$ cat src/rtl/ascon_round_ctrl.sv
// Round sequencer for the Ascon permutation: steps the 320-bit state datapath
// through p^a or p^b and produces the round index and round constant.
module ascon_round_ctrl #(
    parameter int NR_A = 12,
    parameter int NR_B = 6
) (
    input  logic       clock_i,
    input  logic       reset_i,
    input  logic       start_i,
    input  logic       mode_a_i,
    output logic       load_o,
    output logic       state_en_o,
    output logic [3:0] round_o,
    output logic [7:0] round_cst_o,
    output logic       busy_o,
    output logic       done_o
);

    typedef enum logic [1:0] {
        IDLE  = 2'd0,
        LOAD  = 2'd1,
        ROUND = 2'd2,
        DONE  = 2'd3
    } state_t;

    // Rounds always finish at index 11; shorter permutations start later.
    localparam logic [3:0] FIRST_A    = 4'(12 - NR_A);
    localparam logic [3:0] FIRST_B    = 4'(12 - NR_B);
    localparam logic [3:0] LAST_ROUND = 4'd11;

    state_t     state_q;
    state_t     state_d;
    logic       mode_q;
    logic [3:0] cnt_q;
    logic [3:0] first_idx;
    logic       cst_on;

    assign first_idx = mode_q ? FIRST_A : FIRST_B;

    // Request handshake: start_i is a level request taken only in IDLE; busy_o
    // covers LOAD..DONE, and any request seen while busy is dropped, not queued.
    always_ff @(posedge clock_i) begin
        if (reset_i) begin
            state_q <= IDLE;
            mode_q  <= 1'b0;
            cnt_q   <= 4'd0;
        end else begin
            state_q <= state_d;
            case (state_q)
                IDLE: begin
                    if (start_i) begin
                        mode_q <= mode_a_i;
                    end
                end
                LOAD: begin
                    cnt_q <= first_idx;
                end
                ROUND: begin
                    if (cnt_q != LAST_ROUND) begin
                        cnt_q <= cnt_q + 4'd1;
                    end
                end
                DONE: begin
                    cnt_q <= 4'd0;
                end
                default: begin
                    cnt_q <= 4'd0;
                end
            endcase
        end
    end

    // Outputs decode state and counter only; start_i affects next state alone.
    always_comb begin
        state_d    = state_q;
        load_o     = 1'b0;
        state_en_o = 1'b0;
        busy_o     = 1'b0;
        done_o     = 1'b0;
        cst_on     = 1'b0;
        round_o    = cnt_q;
        case (state_q)
            IDLE: begin
                if (start_i) begin
                    state_d = LOAD;
                end
            end
            LOAD: begin
                load_o     = 1'b1;
                state_en_o = 1'b1;
                busy_o     = 1'b1;
                cst_on     = 1'b1;
                round_o    = first_idx;
                state_d    = ROUND;
            end
            ROUND: begin
                state_en_o = 1'b1;
                busy_o     = 1'b1;
                cst_on     = 1'b1;
                if (cnt_q == LAST_ROUND) begin
                    state_d = DONE;
                end
            end
            DONE: begin
                busy_o  = 1'b1;
                done_o  = 1'b1;
                state_d = IDLE;
            end
            default: begin
                state_d = IDLE;
            end
        endcase
    end

    assign round_cst_o = cst_on ? {4'd15 - round_o, round_o} : 8'h00;

endmodule

$ cat config.mk
export PLATFORM = sky130hd
export DESIGN_NAME = ascon_round_ctrl
export DESIGN_NICKNAME = d
export VERILOG_FILES = /design/src/rtl/ascon_round_ctrl.sv
export SDC_FILE = /design/constraint.sdc
export NUM_CORES = 1
export LEC_CHECK = 0
export CORE_AREA = 2 2 39 41
export DETAILED_ROUTE_END_ITERATION = 7
export DIE_AREA = 0 0 41 43
export PLACE_DENSITY = 0.72
export SLEW_MARGIN = 20
export SYNTH_ARGS = -nofsm -noshare
export SYNTH_HDL_FRONTEND = slang
export SYNTH_SLANG_ARGS = --single-unit
$ cat constraint.sdc
create_clock -name clock_i -period 3.25 [get_ports clock_i]
set_input_delay 0.4875 -clock clock_i [delete_from_list [all_inputs] [get_ports clock_i]]
set_output_delay 0.4875 -clock clock_i [all_outputs]
set_load 0.05 [all_outputs]
After elaboration in Yosys (flattened, before gate mapping) --
Cells that the tools add are included.
Operators by class: add/sub/neg operators 2, equality and inequality tests 8, multiplexer cells 12, reductions and logical operators 7
Operator list (number):
- 4-bit case mux with 3 select lines | 1
- 4-bit two-way mux | 2
- 8-bit two-way mux | 1
- 2-bit case mux with 4 select lines | 1
- 2-bit != test, second input constant | 3
- 2-bit AND reduction | 3
- 4-bit by 1-bit adder with 4-bit output, second input constant | 1
- 2-bit equality test, second input constant | 2
- 4-bit equality test, second input constant | 1
- 1-bit two-way mux | 4
- 2-bit two-way mux | 2
- 4-bit != test, second input constant | 1
- 4-bit subtractor, first input constant | 1
- 3-bit two-way mux | 1
- 3-bit nonzero test | 1
- 3-bit OR reduction | 1
- 2-bit by 1-bit equality test with 1-bit output, second input constant | 1
- 2-bit zero test | 1
- 2-bit OR reduction | 1
Storage, ports and cells: flip-flop bits (word level) 7, output and inout port bits 16, word-level logic and storage cells 32

Longest topological paths before layout --
depth after elaboration 4, depth in mapped cells 6, depth with buffers taken out 5

Least setup slack after synthesis --
No wires, ideal clock.
kind reg-to-output, start reg state_q[1], end out round_cst_o[1], arrival 2370 ps, required time 2762 ps, setup slack 392 ps, stages on the path, launching flop included 5, path through dfxtp_1 inv_1 ha_1 o21ai_0 and2_1
RTL lines:
- from (decl) | RTL line 31 | state_t state_q;
- from (signal assigned) | RTL line 48 | state_q <= state_d;
- 2-bit by 1-bit equality test with 1-bit output | RTL line 82 | case (state_q)
- 4-bit two-way mux | RTL line 82
- net round_o[1] | RTL line 13 | output logic [3:0] round_o,
- 8-bit two-way mux | RTL line 115 | assign round_cst_o = cst_on ? {4'd15 - round_o, round_o} : 8'h00;
- to (decl) | RTL line 14 | output logic [7:0] round_cst_o,
The timed path passes the listed nets, and every way through them passes these cells.

Worst setup path after layout --
start reg state_q[0], end out round_cst_o[3]
Between the ends: cells in the longest elaborated chain, start to end 4
Ends and longest elaborated chain (RTL line):
- 2-bit equality test or 2-bit by 1-bit equality test with 1-bit output (tied branches) | 82
- 2-bit OR reduction (no source line)
- 1-bit two-way mux | 82
- 8-bit two-way mux (*) | 115
Every way passes the cells marked *; elsewhere a longest branch is shown, timed or not.

==> results by stage <==
Clock network:
- The number of clock buffers added by TritonCTS is 3.
- The clock-pin slew on the worst setup and hold paths is 60 ps.
- Once the clock tree was built, the setup fixing pass inserted 0 buffers.
- The maximum number of buffers from clock root to sink is 2.
- In this run the number of H-tree levels came out at 1.
- The root buffer cell is sky130_fd_sc_hd__clkbuf_4.
- The number of sinks driven by the clock tree is 7.
- The post-cts resize count is 0.
- The clock tree from TritonCTS is done.
- The count of hold buffers inserted by post-cts repair is 0.
- The later pin in the worst-skew pair is clocked with a latency of 260 ps.

Floorplan:
- Row generation in the floorplan step produced 14 rows.
- The core footprint is 1380 um2.
- The height of the die is 43 um.
- The floorplan step set the die width to 41 um.
- The starting density of the core is 0.373.
- 20 I/O pins were placed.
- The die covers 1760 um2.

Setup path:
- The worst setup path is captured at an output port.
- The end of the worst register-to-register path is state_q[1].
- The register-to-register path setup slack is 1710 ps.
- The startpoint type of the worst setup path is a flip-flop.
- The signal arrival time at the worst endpoint is 2240 ps.
- The critical path data required time is 2760 ps.
- The critical path is of the flip-flop to output port type.
- In this run the worst path has a maximum fanout of 6.
- The number of cells on the worst reg-to-reg path is 5.
- The worst register-to-register path begins at state_q[0].

Global routing:
- Entering global routing, the biggest net connects 10 pins.
- met2 is the most crowded layer.
- The met1 track demand over resource in global routing is 0.178.
- The total grt overflow is 0.
- The number of global-route vias before repair is 434.
- The overall fraction of global-route tracks in use is 0.158.
- The met3 track demand over resource in global routing is 0.0314.
- The global-route met2 utilization is 0.253.
- The initial antenna violation count is 0.
- The first-pass GRT wire length is 1870 um.

Yosys:
- The fraction of registers with async set/reset is 0.
- The number of distinct standard cells referenced by the synthesized netlist is 26.
- Synthesis produced 62 cells.
- The share of the Yosys chip area taken by registers is 0.272.
- The count of flip-flops with a built-in enable after synthesis is 0.
- The main flop type after synthesis is sky130_fd_sc_hd__dfxtp_1.
- In this run, synthesis produced a sequential element count of 7.
- After synthesis the cells add up to 515 um2.
- Synthesis produced a netlist with a net count of 72.
- In this run the mean area of a mapped cell was 8.31 um2.
- The warning count from the yosys run is 0.

Cells and area:
- Of the cells placed in the final design, the portion with a size suffix greater than 1 is 0.0723.
- The net count reported at finish is 94.
- Leaving out fill and tap cells, the most frequent cells in the layout are sky130_fd_sc_hd__clkdlybuf4s50_1 (19), sky130_fd_sc_hd__inv_1 (8), sky130_fd_sc_hd__dfxtp_1 (7).
- The number of inserted diodes is 0.
- The filler cells instantiated in the layout total 144.
- Relative to the synthesized area, the layout overhead comes to 41.5%.
- The library cell used most frequently in the layout, excluding fill and tap cells, is sky130_fd_sc_hd__clkdlybuf4s50_1.
- The final core area utilization is 0.527.

Worst hold path:
- The class of the worst hold path is flip-flop to flip-flop.
- The cell depth of the worst min-delay path is 2.
- The sink of the worst hold path is mode_q.
- The source of the worst hold timing path is mode_q.

STA:
- The final setup TNS is 0 ps.
- On the final layout, the worst clock skew is 0.687 ps.
- The slew of the pin with the lowest slew margin is 496 ps.
- The number of endpoints with negative hold slack in the final report is 0.
- Setup repair after global routing left no endpoint under its margin.
- The worst pin sits at a relative slew slack of 0.668.
- The final cycle utilization of the critical path is 0.838.
- The final number of setup-violating endpoints is 0.
- The final period demand of the worst path is 2720 ps.
- The final worst setup slack is 526 ps.
- Based on the critical path, the design can be clocked at up to 367 MHz.
- The count of pins over their slew limit was 0.

Drt:
- After detailed routing, the total wire length is 1190 um.
- The number of remaining DRC errors is 0.
- The detail route stage leaves a number of antenna-violating nets equal to 0.
- Using the TritonRoute via totals, the vias-per-cell ratio works out to 5.18.
- The count of vias placed by the detailed router is 513.
- Before antenna repair, the detailed router went through 4 iterations.
- The routed length per instance is 12.0 um.
- After the first detailed-routing iteration, the DRC count stood at 6.

Place:
- Buffers placed on the I/O ports in this run total 19.
- At the end of routability-driven placement, the weighted congestion stood at 0.842.
- The worst setup slack after placement is 774 ps.
- The placed wire-length estimate after detailed placement is 927 um.

Job:
- The reported max-cap violation count is 0.

Status:
- The run finished with clean final reports.
==> cells by family after synthesis <==
kind of cell / Yosys count / synth area share
adders and majority gates: 6 / 0.146
DFF: 7 / 0.272
buffers and inverters: 10 / 0.102
muxes: 1 / 0.0194
AOI/OAI and AO/OA: 13 / 0.187
xor gates and xnor gates: 1 / 0.0170
and+or+nand+nor: 24 / 0.257
==> synth_stat cells, types with 2 or more instances <==
cell type,n,share of area
sky130_fd_sc_hd__nor3_1,3,0.029
sky130_fd_sc_hd__nand3_1,2,0.019
sky130_fd_sc_hd__and2_1,3,0.036
sky130_fd_sc_hd__a21oi_1,4,0.039
sky130_fd_sc_hd__o21ai_0,3,0.029
sky130_fd_sc_hd__nand2_1,4,0.029
sky130_fd_sc_hd__buf_6,2,0.044
sky130_fd_sc_hd__dfxtp_1,7,0.27
sky130_fd_sc_hd__inv_1,8,0.058
sky130_fd_sc_hd__ha_1,6,0.15
sky130_fd_sc_hd__nor2_1,5,0.036
==> worst max-delay path by stage <==
stage	startpoint	end	slack, ps
floorplan	state_q[1]	round_cst_o[1]	390
CTS	state_q[0]	round_cst_o[3]	500
global placement	state_q[1]	round_cst_o[1]	860
finish	state_q[0]	round_cst_o[3]	530
detailed placement	state_q[0]	round_cst_o[3]	770
global route	state_q[0]	round_cst_o[3]	410
==> routing by layer <==
| layer | routed length [um] | vias to the layer above | part of all wire |
|---|---|---|---|
| li1 | - | 256 | - |
| met1 | 486 | 227 | 0.41 |
| met2 | 568 | 25 | 0.48 |
| met3 | 94 | 5 | 0.079 |
| met4 | 38 | 0 | 0.032 |
| met5 | 0 | - | 0 |
==> sequential cells by signal, summed over array words and instances (netlist names) <==
name / cells
state_q: 2
mode_q: 1
cnt_q: 4
==> area by class of cell <==
type / instances / area, um2 / area share
Multi-Input combinational cell: 45 / 323 / 0.443
Timing Repair Buffer: 19 / 190 / 0.261
Sequential cell: 7 / 140 / 0.192
Inverter: 8 / 30.0 / 0.0412
Clock buffer: 4 / 26.3 / 0.0360
Tap cell: 16 / 20.0 / 0.0274
==> worst max-delay path: stages (launching register included) <==
cell	delay, ps
sky130_fd_sc_hd__dfxtp_1	400
sky130_fd_sc_hd__inv_1	90
sky130_fd_sc_hd__ha_1	370
sky130_fd_sc_hd__inv_1	120
sky130_fd_sc_hd__nor3_1	170
sky130_fd_sc_hd__clkdlybuf4s50_1	830
==> metrics by stage <==
stage          hold slack, ps  cells  instance area [um2]
2_1_floorplan             439     62                  515
3_3_place_gp              461     95                  703
3_5_place_dp              465     95                  703
4_1_cts                   471     99                  729
5_1_grt                   492     99                  729
6_report                  472     99                  729
Power is left out: the tool's default activity adds up to more than one toggle a clock period on the data nets, which glitch-free logic cannot reach.
